### src/rtl/ddr_mode_controller.sv
// DDR game-mode controller: conditions the reset, pause and combo inputs and
// sequences RESET -> COUNTDOWN -> GAME <-> PAUSE -> OVER.

module ddr_mode_debounce #(
    parameter int   DEBOUNCE_CYCLES = 250000,
    parameter int   CNT_W           = 28,
    parameter logic RST_VAL         = 1'b0
) (
    input  logic clk,
    input  logic arst,
    input  logic rst,
    input  logic raw,
    output logic filt
);

    logic [1:0]       sync;
    logic [CNT_W-1:0] cnt;

    // The synchroniser resets to the filtered value so release from reset
    // never looks like an input edge.
    always_ff @(posedge clk or posedge arst) begin
        if (arst) begin
            sync <= {2{RST_VAL}};
            cnt  <= '0;
            filt <= RST_VAL;
        end else if (rst) begin
            sync <= {2{RST_VAL}};
            cnt  <= '0;
            filt <= RST_VAL;
        end else begin
            sync <= {sync[0], raw};
            if (sync[1] == filt) begin
                cnt <= '0;
            end else if (cnt == CNT_W'(DEBOUNCE_CYCLES - 1)) begin
                filt <= sync[1];
                cnt  <= '0;
            end else begin
                cnt <= cnt + CNT_W'(1);
            end
        end
    end

endmodule

module ddr_mode_controller #(
    parameter int STATE_BITS       = 2,
    parameter int DEBOUNCE_CYCLES  = 250000,
    parameter int COUNTDOWN_CYCLES = 150000000,
    parameter int CNT_W            = 28
) (
    input  logic              clk,
    input  logic              btnR,
    input  logic              btnL,
    input  logic              pauseSwitch,
    input  logic              song_done,
    output logic [STATE_BITS:0] output_state,
    output logic              display_combo_en,
    output logic              game_start
);

    localparam int SW = STATE_BITS + 1;

    typedef enum logic [STATE_BITS:0] {
        S_RESET     = SW'(0),
        S_PAUSE     = SW'(1),
        S_GAME      = SW'(2),
        S_COUNTDOWN = SW'(3),
        S_OVER      = SW'(4)
    } mode_t;

    logic [1:0]       rst_sr;
    logic             rst;
    logic             pause_filt;
    logic             btnl_filt;
    logic             btnl_filt_d;
    logic             btnl_press;
    logic [CNT_W-1:0] cd_cnt;
    mode_t            state;

    // Reset stays asserted for two edges after btnR falls.
    always_ff @(posedge clk or posedge btnR) begin
        if (btnR) rst_sr <= 2'b11;
        else      rst_sr <= {1'b0, rst_sr[1]};
    end
    assign rst = rst_sr[0];

    ddr_mode_debounce #(
        .DEBOUNCE_CYCLES(DEBOUNCE_CYCLES), .CNT_W(CNT_W), .RST_VAL(1'b1)
    ) u_pause_db (
        .clk(clk), .arst(btnR), .rst(rst), .raw(pauseSwitch), .filt(pause_filt)
    );

    ddr_mode_debounce #(
        .DEBOUNCE_CYCLES(DEBOUNCE_CYCLES), .CNT_W(CNT_W), .RST_VAL(1'b0)
    ) u_btnl_db (
        .clk(clk), .arst(btnR), .rst(rst), .raw(btnL), .filt(btnl_filt)
    );

    always_ff @(posedge clk or posedge btnR) begin
        if (btnR)     btnl_filt_d <= 1'b0;
        else if (rst) btnl_filt_d <= 1'b0;
        else          btnl_filt_d <= btnl_filt;
    end
    assign btnl_press = btnl_filt & ~btnl_filt_d;

    // Combo display survives only while staying in PAUSE or OVER; every
    // transition out of those states clears it on the same edge.
    always_ff @(posedge clk or posedge btnR) begin
        if (btnR) begin
            state            <= S_RESET;
            cd_cnt           <= '0;
            display_combo_en <= 1'b0;
            game_start       <= 1'b0;
        end else if (rst) begin
            state            <= S_RESET;
            cd_cnt           <= '0;
            display_combo_en <= 1'b0;
            game_start       <= 1'b0;
        end else begin
            game_start <= 1'b0;
            case (state)
                S_RESET: begin
                    display_combo_en <= 1'b0;
                    if (!pause_filt) begin
                        state  <= S_COUNTDOWN;
                        cd_cnt <= CNT_W'(COUNTDOWN_CYCLES - 1);
                    end
                end
                S_COUNTDOWN: begin
                    display_combo_en <= 1'b0;
                    if (pause_filt) begin
                        state <= S_PAUSE;
                    end else if (cd_cnt == '0) begin
                        state      <= S_GAME;
                        game_start <= 1'b1;
                    end else begin
                        cd_cnt <= cd_cnt - CNT_W'(1);
                    end
                end
                S_GAME: begin
                    display_combo_en <= 1'b0;
                    if (song_done)       state <= S_OVER;
                    else if (pause_filt) state <= S_PAUSE;
                end
                S_PAUSE: begin
                    if (!pause_filt) begin
                        state            <= S_COUNTDOWN;
                        cd_cnt           <= CNT_W'(COUNTDOWN_CYCLES - 1);
                        display_combo_en <= 1'b0;
                    end else if (btnl_press) begin
                        display_combo_en <= ~display_combo_en;
                    end
                end
                S_OVER: begin
                    if (btnl_press) display_combo_en <= ~display_combo_en;
                end
                default: begin
                    state            <= S_RESET;
                    display_combo_en <= 1'b0;
                end
            endcase
        end
    end

    assign output_state = state;

endmodule

### config.mk
export PLATFORM = sky130hd
export DESIGN_NAME = ddr_mode_controller
export DESIGN_NICKNAME = d
export VERILOG_FILES = /design/src/rtl/ddr_mode_controller.sv
export SDC_FILE = /design/constraint.sdc
export NUM_CORES = 1
export LEC_CHECK = 0
export BUFFER_PORTS_ARGS = -buffer_cell sky130_fd_sc_hd__buf_2
export CAP_MARGIN = 0
export CORE_MARGIN = 4
export CORE_UTILIZATION = 58
export DETAILED_ROUTE_END_ITERATION = 6
export HOLD_SLACK_MARGIN = 0.02
export PLACE_DENSITY_LB_ADDON = 0.12
export SLEW_MARGIN = 20
export SYNTH_ARGS = -nofsm -noshare
export SYNTH_HDL_FRONTEND = slang
export SYNTH_SLANG_ARGS = --single-unit
### constraint.sdc
create_clock -name clk -period 4.65 [get_ports clk]
set_input_delay 0 -clock clk [delete_from_list [all_inputs] [get_ports clk]]
set_output_delay 0 -clock clk [all_outputs]
set_load 0.02 [all_outputs]
==> results of run 1 <==
-- power by group through the flow --
| stage | combinational [uW] | sequential [uW] | clock [uW] |
|---|---|---|---|
| after floorplan | 59.0 | 879 | 0 |
| after global placement | 74.2 | 884 | 0 |
| after CTS | 78.8 | 867 | 526 |
| after global routing | 88.7 | 869 | 559 |
| after detailed placement | 75.6 | 884 | 0 |
| final | 77.5 | 867 | 509 |
-- cell families (layout without fill, tap and decap cells) --
group | after synthesis | count (layout) | synth area share
mux | 5 | 5 | 0.01030
compound gates | 67 | 67 | 0.09341
flops | 98 | 98 | 0.4817
simple gates | 262 | 262 | 0.2709
other cells | 1 | 1 | 0.0007348
fa+ha+maj | 4 | 4 | 0.009807
xor+xnor | 61 | 61 | 0.1047
buf+inv | 36 | 46 | 0.02844
-- registers in the layout (all words and copies together), names as in the netlist --
signal and count:
btnl_filt_d 1, cd_cnt 28, display_combo_en 1, game_start 1, output_state 3, rst_sr 2
u_btnl_db.cnt 28, u_btnl_db.filt 1, u_btnl_db.sync 2, u_pause_db.cnt 28, u_pause_db.filt 1, u_pause_db.sync 2
-- routing by layer --
metal	vias up	routed length, um	share of wire
li1	1906	-	-
met1	1917	4711	0.47
met2	86	4794	0.47
met3	11	470	0.047
met4	0	125	0.012
met5	-	0	0
-- per-stage QoR --
stage | hold slack (ps) | utilization | total power [uW]
after global placement | 105.4 | 0.6214 | 957.9
after CTS | 248.2 | 0.6473 | 1472
after detailed placement | 107.2 | 0.6214 | 959.4
final | 239.0 | 0.6473 | 1454
after global routing | 284.3 | 0.6473 | 1516
after floorplan | 109.2 | - | 938.1
-- synth_stat cells (5+ instances only) --
master and instances:
nor3_1 18, o211ai_1 7, nand2_1 21, dfrtp_1 93
nor2_1 97, or4_1 7, clkbuf_1 18, nand3_1 26
nor4_1 14, o21ai_0 6, or2_2 7, nor2b_1 8
dfstp_2 5, xnor2_1 23, xor2_1 38, and3_1 11
inv_1 15, and4_1 6, nand4_1 23, or3_1 10
a21oi_1 15
-- worst max-delay path by stage --
stage,start,end,slack [ps],depth (start not counted)
2_1_floorplan,btnR,btnl_filt_d,2100,1
3_3_place_gp,output_state[2],cd_cnt[23],1960,4
3_5_place_dp,output_state[2],cd_cnt[23],1880,4
4_1_cts,output_state[2],cd_cnt[23],1840,4
5_1_grt,output_state[2],cd_cnt[23],1450,4
6_report,output_state[2],cd_cnt[23],1790,4
-- area by class of cell --
class | instances | area [um^2]
clock buffers | 10 | 127.6
inverters | 15 | 58.81
repair buffers | 15 | 100.1
well taps | 105 | 131.4
fillers | 720 | 2957
clock inverters | 6 | 48.80
multi-input cells | 400 | 2500
flip-flops and latches | 98 | 2459
-- repair_timing --
action                    in CTS  in global routing
hold buffers                   4                  0
hold endpoints to repair      45                  0
gates resized for setup        0                  0
-- worst max-delay path: stages (launching register included) --
cell,delay [ps]
dfrtp_1,460
nand4bb_1,550
a21oi_1,930
nor2_1,310
a2111oi_0,470
==> reports/metrics.yaml, run 1 <==
outcome: "complete, no violations"
post_cts_buffers: 0
cts.sinks: 98
slew_headroom: 0.2679
powerDensity_nw_per_um2: 267.9
cts_max_path_buffers: 2
ys_seq_area_frac: 0.4817
busiest_layer: "met2"
worstSetupEndpointType: "flip-flop"
antenna_left: 0
drcViolationCount: 0
vias_per_cell: 6.040
slew_violations: 0
grt_use_total: 0.2172
antenna_found_initial: 0
cts_tree: "yes"
wl_mm: 10.10
r2r-end: "cd_cnt[23]"
final_area_um2: 5425
num_vias: 3920
cts_made_buffers: 9
drtPass1Iterations: 5
yosysTopAreaCell: "dfrtp_1"
peakVddDrop_mv: 0.1744
finalCritPeriodShare: 0.6141
finClkSkew_ps: 7.226
place_ws_ps: 1885
swShare: 0.2545
synth_top_area_frac: 0.4560
rsz0062_at_grt: "false"
p_leak_uw: 0.002233
place_hpwl_mm: 6.825
place.gp.congestion: 0.8836
syn_avg_cell_area_um2: 9.557
cp.arrival_ps: 3090
synth_nets: 543
finalHoldViolCount: 0
die_w_um: 101.8
drt_iter0_drc: 157
synth.distinct_cells: 56
reg2reg_slack_ps: 1790
final.setup.tns_ps: 0
diodes: 0
maxCapViolations: 0
setup_viol: 0
switching_power_uw: 370.0
path_max_fanout: 13
final_common_cell: "nor2_1"
mostFrequentLayoutCells: "nor2_1, dfrtp_1, xor2_1"
r2r-start: "output_state[2]"
rows: 33
io_pins: 10
combPwrFrac: 0.053
worstSkewPairLatency_ps: 360
ys_seq_elements: 98
nNetsFinal: 548
die_h_um: 101.8
netlist_area_um2: 5104
p_seq_frac: 0.596
grt_pass1_wl_mm: 18.04
finalWorstSetupSlack_ps: 1794
pwr-share-clk: 0.350
clk_pin_slew_ps: 100
required_ps: 4880
async_flop_share: 1.000
ys_warn_count: 0
gr-total-overflow: 0
initial_core_util: 0.6089
fin_crit_ps: 2856
critical_path_class: "reg2reg"
met2_usage: 0.3431
dp_cells: 629
start_kind: "flip-flop"
synthTopCellsByArea: "dfrtp_1, nor2_1, xor2_1, xnor2_1, nand4_1"
drive_above_1_share: 0.09191
wl_per_cell_um: 15.57
r2r_cells: 4
grt_pass1_vias: 3798
cts_root_buffer: "clkbuf_8"
areaGrowthSynthToFinish_pct: 6.300
synth-main-ff-cell: "dfrtp_1"
use_met1: 0.3048
internal-power_uw: 1084
synthCells: 534
h-tree-depth: 3
place_area_um2: 5209
maxClockFrequency_mhz: 350.2
final_cells: 649
core_um2: 8382
die_area_um2: 10360
grt_max_degree: 52
io_buffers: 9
gr-usage-met3: 0.04201
synth-edff-count: 0
hold_class: "in2async"
worst_pin_slew_ps: 1088
No activity file was read; power rests on OpenSTA's default activity.
==> run 2, diff against run 1 <==
- CORE_UTILIZATION: 58 -> 57
- clock period: 4.65 -> 2.5 ns (I/O delays scaled with it)
==> reports/metrics.yaml, run 2 (synthesis results as in run 1) <==
outcome: "complete, no violations"
rsz0062_at_grt: "false"
powerDensity_nw_per_um2: 534.5  # +99%
diodes: 0  # unchanged
cts.sinks: 98  # unchanged
r2r-start: "cd_cnt[0]"
cts_made_buffers: 9  # unchanged
peakVddDrop_mv: 0.3163  # +81%
place.gp.congestion: 0.8765  # -0.80%
wl_mm: 10.54  # +4.3%
grt_pass1_vias: 3774  # -0.63%
cts_tree: "yes"
hold_class: "in2async"
io_pins: 10  # unchanged
critical_path_class: "reg2reg"
gr-total-overflow: 0  # unchanged
antenna_left: 0  # unchanged
drtPass1Iterations: 6  # +1
slowest_stage: "a2111oi_0"
cts_root_buffer: "clkbuf_8"
io_buffers: 9  # unchanged
slew_headroom: 0.6195  # +0.3516
grt_max_degree: 79  # +52%
drt_iter0_drc: 163  # +3.8%
h-tree-depth: 3  # unchanged
mostFrequentLayoutCells: "nor2_1, dfrtp_1, xor2_1"
maxClockFrequency_mhz: 422.0  # +20%
post_cts_buffers: 0  # unchanged
rows: 34  # +3.0%
grt_pass1_wl_mm: 18.03  # about the same
core_um2: 8721  # +4.0%
clk_pin_slew_ps: 100  # about the same
final_common_cell: "nor2_1"
p_leak_uw: 0.002342  # +4.9%
grt_use_total: 0.2145  # -0.002649
worstSetupEndpointType: "flip-flop"
top_regs: "cd_cnt (28), u_btnl_db.cnt (28), u_pause_db.cnt (28)"
final.setup.tns_ps: 0  # unchanged
finClkSkew_ps: 17.68  # +10.45 ps
areaGrowthSynthToFinish_pct: 10.10
drcViolationCount: 0  # unchanged
worstSkewPairLatency_ps: 360  # about the same
finalPower_uw: 3003  # +110%
final_util: 0.6443  # -0.002928
maxCapViolations: 0  # unchanged
finalCritPeriodShare: 0.9479  # +0.3338
drive_above_1_share: 0.1167  # +0.02478
required_ps: 2730  # -2150 ps
setup_viol: 0  # unchanged
wl_per_cell_um: 15.85  # +1.8%
crit_start: "cd_cnt[0]"
final_cells: 665  # +2.5%
critPathMaxStageDelay_ps: 470  # -460 ps
path_max_fanout: 8  # -5
start_kind: "flip-flop"
place_hpwl_mm: 7.127  # +4.4%
worst_pin_slew_ps: 568.6  # -519.5 ps
hold_ws_ps: 195.8  # -43.16 ps
vias_per_cell: 5.992  # -0.79%
slew_violations: 0  # unchanged
nNetsFinal: 561  # +2.4%
initial_core_util: 0.5852  # -0.02367
antenna_found_initial: 0  # unchanged
path_cells: "inv_1, ha_1, nor4b_1, and4_1, a21oi_1, nor2_1, a2111oi_0"
finalHoldViolCount: 0  # unchanged
fin_crit_ps: 2370  # -485.7 ps
num_vias: 3985  # +1.7%
die_h_um: 102.6  # +0.81%
cts_max_path_buffers: 2  # unchanged
dp_cells: 645  # +2.5%
cp.arrival_ps: 2600  # -490 ps
die_w_um: 102.6  # +0.81%
die_area_um2: 10530  # +1.6%
## run 2: cell types whose count changed in the layout (fill, tap and decap cells not counted), sizes merged
cell	previous run	this run
bufinv	0	3
clkinv	0	1
buf	11	24
inv	18	16
clkinvlp	3	1
## run 2: path summary, 6_finish.rpt
path                                      to  slack [ps]  cells past startpoint
setup / recovery                  cd_cnt[23]         130                      7
hold / removal             u_pause_db.cnt[2]         200                      3
setup reg to reg                  cd_cnt[23]         130                      7
hold reg to reg                    rst_sr[0]         350                      0
max in group asynchronous          rst_sr[1]        1540                      4
min in group clk                   rst_sr[0]         350                      0
## run 2: metal layers
layer | part of all wire | routed length [um] | global-route usage
met4 | 0.014 | 147 | 0.06761
met1 | 0.47 | 4922 | 0.3201
met3 | 0.053 | 557 | 0.03383
met2 | 0.47 | 4912 | 0.3222
met5 | 0 | 0 | 0
## run 2: worst max-delay path, delay by kind of cell (launching register included)
kind                     cells  cell delay, ps
AO/OA/AOI/OAI                2             910
AND/OR/NAND/NOR              3             670
flip-flops                   1             390
adder cells (fa/ha/maj)      1             200
buffers and inverters        1              70
## run 2: stage by stage
stage	setup slack [ps]	cell area (um^2)
2_1_floorplan	342.4	5107
3_3_place_gp	276.0	5324
3_5_place_dp	125.2	5324
4_1_cts	141.8	5604
5_1_grt	4.104	5619
6_report	130.2	5619
## run 2: layout make-up
class | instances | area (um^2)
clock inverters | 6 | 112.6
fillers | 694 | 3102
clock buffers | 10 | 127.6
flip-flops and latches | 98 | 2459
inverters | 15 | 60.06
well taps | 108 | 135.1
repair buffers | 28 | 210.2
multi-input cells | 400 | 2515
## run 2: repair_timing
item                                   CTS  global route
setup endpoints to repair                0             7
gates resized for setup                  0             3
hold buffers                             4             0
endpoints found under the hold margin   23             0
## run 2: power by group
part           internal, uW  switching (uW)  leakage [uW]
Combinational          53.2             110      0.000879
Sequential             1600            9.07       0.00134
Clock                   671             562      0.000121
